## src/rtl/obstacle_scheduler_pkg.sv

```systemverilog
// Shared types and default geometry for the obstacle scheduler and its slot registers.
// Slot type encoding, game state codes and default X/Y constants live here.
package obstacle_scheduler_pkg;

   typedef enum logic [1:0] {
      OBS_NONE  = 2'd0,
      OBS_HIGH1 = 2'd1,
      OBS_LOW2  = 2'd2,
      OBS_LOW3  = 2'd3
   } obs_type_t;

   // Player/game state codes shared with the rest of the game logic.
   typedef enum logic [2:0] {
      RUN1  = 3'd0,
      RUN2  = 3'd1,
      JUMP  = 3'd2,
      DUCK1 = 3'd3,
      DUCK2 = 3'd4,
      FAIL1 = 3'd5,
      FAIL2 = 3'd6
   } game_state_t;

   localparam int DEF_COOLDOWN = 18;
   localparam int DEF_X_START  = 780;
   localparam int DEF_X_END    = 80;
   localparam int DEF_Y_HIGH_A = 160;
   localparam int DEF_Y_HIGH_B = 200;
   localparam int DEF_Y_LOW    = 245;

   // Both rand codes 0 and 1 give a single high obstacle; only the row differs.
   function automatic obs_type_t type_from_rand(input logic [1:0] sel);
      case (sel)
         2'd0, 2'd1: type_from_rand = OBS_HIGH1;
         2'd2:       type_from_rand = OBS_LOW2;
         default:    type_from_rand = OBS_LOW3;
      endcase
   endfunction

endpackage

```

## src/rtl/obstacle_slot.sv

```systemverilog
// One obstacle slot: occupied flag, type, and sprite origin.
// Allocate, scroll, retire and clear are all applied on the clock edge.
module obstacle_slot
   import obstacle_scheduler_pkg::*;
#(
   parameter int X_START = DEF_X_START,
   parameter int X_END   = DEF_X_END
) (
   input  logic      CLK,
   input  logic      RESET,
   input  logic      clear,
   input  logic      alloc,
   input  logic      move,
   input  obs_type_t alloc_type,
   input  logic [9:0] alloc_y,
   output logic      busy,
   output obs_type_t kind,
   output logic [9:0] x,
   output logic [9:0] y
);

   localparam logic [9:0] XS = 10'(X_START);
   localparam logic [9:0] XE = 10'(X_END);

   // alloc is only raised on a free slot and move only acts on a busy one,
   // so the two never compete for the same slot in one cycle.
   always_ff @(posedge CLK or posedge RESET) begin
      if (RESET) begin
         busy <= 1'b0;
         kind <= OBS_NONE;
         x    <= XS;
         y    <= '0;
      end else if (clear) begin
         busy <= 1'b0;
         kind <= OBS_NONE;
         x    <= XS;
      end else if (alloc) begin
         busy <= 1'b1;
         kind <= alloc_type;
         x    <= XS;
         y    <= alloc_y;
      end else if (move && busy) begin
         if (x <= XE) begin
            busy <= 1'b0;
            kind <= OBS_NONE;
            x    <= XS;
         end else begin
            x <= x - 10'd1;
         end
      end
   end

endmodule

```

## src/rtl/obstacle_scheduler.sv

```systemverilog
// Spawns obstacles into three slots after a spawn-tick cooldown and scrolls them left.
// Slots retire once they pass the left threshold and become free for later spawns.
module obstacle_scheduler
   import obstacle_scheduler_pkg::*;
#(
   parameter int COOLDOWN = DEF_COOLDOWN,
   parameter int X_START  = DEF_X_START,
   parameter int X_END    = DEF_X_END,
   parameter int Y_HIGH_A = DEF_Y_HIGH_A,
   parameter int Y_HIGH_B = DEF_Y_HIGH_B,
   parameter int Y_LOW    = DEF_Y_LOW
) (
   input  logic            CLK,
   input  logic            RESET,
   input  logic            run,
   input  logic            clear,
   input  logic            tick_spawn,
   input  logic            tick_move,
   input  logic [12:0]     rand_val,
   output logic [2:0]      slot_busy,
   output logic [2:0][1:0] slot_type,
   output logic [2:0][9:0] slot_x,
   output logic [2:0][9:0] slot_y,
   output logic            spawn_pulse,
   output logic [1:0]      spawn_slot
);

   localparam logic [4:0] COOL_CNT = 5'(COOLDOWN);

   logic [4:0] cnt;
   logic [2:0] alloc;
   logic [1:0] free_idx;
   logic       any_free;
   logic       spawn_now;
   logic       move_now;
   obs_type_t  alloc_type;
   logic [9:0] alloc_y;
   logic       unused_rand_bits;

   assign unused_rand_bits = ^rand_val[12:2];

   // Free-slot search looks at the pre-edge busy flags, so a slot retiring
   // this cycle is not reused until a later spawn tick.
   always_comb begin
      any_free = ~&slot_busy;
      free_idx = 2'd0;
      if (!slot_busy[0])      free_idx = 2'd0;
      else if (!slot_busy[1]) free_idx = 2'd1;
      else                    free_idx = 2'd2;
      spawn_now  = run && !clear && tick_spawn && (cnt >= COOL_CNT) && any_free;
      move_now   = run && !clear && tick_move;
      alloc      = '0;
      if (spawn_now) alloc[free_idx] = 1'b1;
      alloc_type = type_from_rand(rand_val[1:0]);
      case (rand_val[1:0])
         2'd0:    alloc_y = 10'(Y_HIGH_A);
         2'd1:    alloc_y = 10'(Y_HIGH_B);
         default: alloc_y = 10'(Y_LOW);
      endcase
   end

   // Cooldown saturates at COOLDOWN while every slot is occupied.
   always_ff @(posedge CLK or posedge RESET) begin
      if (RESET) begin
         cnt         <= '0;
         spawn_pulse <= 1'b0;
         spawn_slot  <= '0;
      end else if (clear) begin
         cnt         <= '0;
         spawn_pulse <= 1'b0;
      end else begin
         spawn_pulse <= spawn_now;
         if (spawn_now) begin
            cnt        <= '0;
            spawn_slot <= free_idx;
         end else if (run && tick_spawn && (cnt < COOL_CNT)) begin
            cnt <= cnt + 5'd1;
         end
      end
   end

   for (genvar i = 0; i < 3; i++) begin : g_slot
      obstacle_slot #(
         .X_START (X_START),
         .X_END   (X_END)
      ) u_slot (
         .CLK        (CLK),
         .RESET      (RESET),
         .clear      (clear),
         .alloc      (alloc[i]),
         .move       (move_now),
         .alloc_type (alloc_type),
         .alloc_y    (alloc_y),
         .busy       (slot_busy[i]),
         .kind       (slot_type[i]),
         .x          (slot_x[i]),
         .y          (slot_y[i])
      );
   end

endmodule

```

## config.mk

```make
export PLATFORM = sky130hd
export DESIGN_NAME = obstacle_scheduler
export DESIGN_NICKNAME = d
export VERILOG_FILES = /design/src/rtl/obstacle_scheduler_pkg.sv /design/src/rtl/obstacle_slot.sv /design/src/rtl/obstacle_scheduler.sv
export SDC_FILE = /design/constraint.sdc
export NUM_CORES = 1
export LEC_CHECK = 0
export ABC_AREA = 1
export CORE_ASPECT_RATIO = 1.75
export CORE_UTILIZATION = 49
export CTS_CLUSTER_DIAMETER = 200
export CTS_CLUSTER_SIZE = 16
export DETAILED_ROUTE_END_ITERATION = 10
export PLACE_DENSITY = 0.88
export SYNTH_ARGS = -nofsm -noshare
export SYNTH_HDL_FRONTEND = slang
export SYNTH_SLANG_ARGS = --single-unit
```

## constraint.sdc

```tcl
create_clock -name CLK -period 2.1 [get_ports CLK]
set_input_delay 0.315 -clock CLK [delete_from_list [all_inputs] [get_ports CLK]]
set_output_delay 0.315 -clock CLK [all_outputs]
set_load 0.01 [all_outputs]
```

==> metrics.cfg <==
[outcome]
status=finished, final reports clean

[sta]
post-route-period-util_pct=86.56
tns_ns=0
period_needed_ns=1.818
maxSlewHeadroom_pct=59.90
hold-worst-slack_ns=0.3620
skew_ns=0.005537
setup_violations=0
fmax_mhz=550.1
slew_violations=0
rsz0062_at_grt=false
hold_viol=0
worst_pin_slew_ns=0.5969

[logic_synthesis]
ys_warn_count=0
synthFlopType=dfrtp_1
post-synth-top-count-cell=nand2_1
synthTopCellsByArea=dfrtp_1 (35%), nand2_1 (15%), dfstp_2 (8.9%)
synth_edf_count=0
ys_ff_latch=62
synth_cells=450
ys_top_cells_by_count=nand2_1 (143), dfrtp_1 (50), inv_1 (49)
avgSynthCellArea_um2=7.835
synth_cell_type_count=36
yosys.area.top_type_share_pct=35.49
synthArstFlopShare_pct=100.0
synth_top_cell_by_area=dfrtp_1
syn-cell-area_mm2=0.003526
synth-seq-area-share_pct=44.43

[layout]
final_util_pct=64.86
finalNetCount=546
syn_to_final_growth_pct=27.04
final_area_mm2=0.004479
num_antenna_cells=0
layout-drive-gt1-share_pct=10.69

[critical_path]
path_class=reg2reg
reg2reg_slack_ns=0.28
crit_arrival_ns=2.05
timing.rr.end=g_slot[1].u_slot.x[4]
crit_path_end_kind=register
crit_path_start_kind=register
reg2reg_from=cnt[0]
crit_required_ns=2.33
rr_worst_depth=9
worst-path-max-fanout=11

[grt]
grt_pass1_vias=3280
antenna_found_initial=0
grt_pass1_wl_um=14550
grt_usage_pct=25.45
grt_max_degree=63
overflow=0

[floorplanning]
rows=40
core_mm2=0.006907
io_pins=91
die_area_mm2=0.007552
die_w_um=66.13
die_y_um=114.2
initial_core_util_pct=51.05

[drt]
top_layer=met4
met1_length_um=3051
vias=3213
antenna_left=0
route.detailed.drc=0
drtIter0Drc=192
met2WireLength_um=4755
viasPerCell=5.285
avgRoutedWirePerCell_um=14.15
finalWirelength_um=8603
wl_met3_um=428
drt-pass1-iter-count=4

[clocking]
root_buffer=clkbuf_16
cts_sinks=62
cts_buffers=9
cts_hold_buf=0
cts_setup_buffers=0
clk_pin_slew_worst_paths_ns=0.05
post_cts_resized=0
cts_buffer_depth=2
htree_levels=3
clkLatencyLatePin_ns=0.33
cts_tree=done

[placement]
dpl.hpwl_um=6130
placed_area_mm2=0.004207
globalplace.congestion=0.9045
io_buffers=70

[power]
ir_drop_uv=507.3
powerDensity_mw_per_mm2=733.9
power_leakage_uw=0.002265

[hold_path]
hold_path_class=in2async

[job]
maxCapViolCount=0

-- cell type report --
type	instances	area, µm²
well taps	84	105.1
flip-flops and latches	62	1567
clock buffers	15	267.8
multi-input cells	317	1579
fillers	590	2427
repair buffers	75	750.7
inverters	54	205.2
clock inverters	1	5.005
-- layer usage --
metal	vias to the layer above	global-route usage, %
met4	0	15.04
met3	37	5.080
li1	1537	-
met1	1522	26.34
met5	-	0
met2	117	45.78
-- registers in the layout, summed over array words and instances, names as in the netlist --
signal	cells
g_slot.u_slot.x	30
g_slot.u_slot.y	15
g_slot.u_slot.kind	6
cnt	5
g_slot.u_slot.busy	3
spawn_slot	2
spawn_pulse	1
-- stage by stage --
step	setup WS [ns]	power, µW	instances
global route	0.1477	3450	608
floorplan	0.2635	1729	458
finish	0.2822	3287	608
global placement	0.1835	1912	592
detailed placement	0.1412	1939	592
CTS	0.2608	3310	608
-- power breakdown --
group	switching, µW	total [µW]	internal [µW]
registers	78.5	1370	1290
logic	326	563	237
clock network	497	1360	862
total	902	3290	2390
-- worst max-delay path by stage --
| stage | startpoint | endpoint | slack [ns] | cells past startpoint |
|---|---|---|---|---|
| 2_1_floorplan | RESET | cnt[0] | 0.26 | 1 |
| 3_3_place_gp | run | g_slot[2].u_slot.x[4] | 0.18 | 8 |
| 3_5_place_dp | run | g_slot[2].u_slot.x[4] | 0.14 | 8 |
| 4_1_cts | cnt[0] | g_slot[1].u_slot.x[4] | 0.26 | 9 |
| 5_1_grt | cnt[0] | g_slot[1].u_slot.x[4] | 0.15 | 9 |
| 6_report | cnt[0] | g_slot[1].u_slot.x[4] | 0.28 | 9 |
-- cell families (layout without fill, tap and decap cells) --
group	after synthesis	count (layout)	synth area share, %
adders and majority gates	8	8	2.839
DFF	62	62	44.43
other	1	9	0.1064
AOI/OAI and AO/OA	21	21	3.336
buffers and inverters	79	145	11.64
xor gates and xnor gates	3	3	0.7453
and+or+nand+nor	276	276	36.91
-- cell usage in the layout, fill, tap and decap left out, types with 2 or more instances in the layout --
master / Yosys / final
and2_1: 2 / 2
clkdlybuf4s50_1: 0 / 70
nand2_1: 143 / 143
o21ai_1: 2 / 2
nand2_4: 2 / 2
o22ai_1: 2 / 2
clkbuf_1: 0 / 4
a21oi_1: 3 / 3
clkbuf_8: 0 / 2
nor3_1: 7 / 7
inv_2: 4 / 5
dfrtp_1: 50 / 50
nor2_1: 44 / 44
nand4_1: 14 / 14
xor2_1: 3 / 3
nor2_2: 2 / 2
conb_1: 1 / 9
buf_4: 18 / 4
ha_1: 8 / 8
nand3_4: 4 / 4
clkbuf_16: 0 / 9
inv_1: 49 / 48
or2_1: 2 / 2
nand3_1: 41 / 41
o21a_1: 3 / 3
nand2_2: 4 / 4
o21ai_0: 10 / 10
dfstp_2: 12 / 12
nand3_2: 3 / 3
or2_2: 3 / 3
-- worst max-delay path, cell delays in order, from the launching register on --
cell and delay, ns:
dfrtp_1 0.40, inv_1 0.08, ha_1 0.19, inv_1 0.06
nand3_2 0.14, nand4_1 0.14, nand3_2 0.24, inv_1 0.26
nand2_1 0.11, o21ai_0 0.11
No activity file was read; power rests on OpenSTA's default activity.
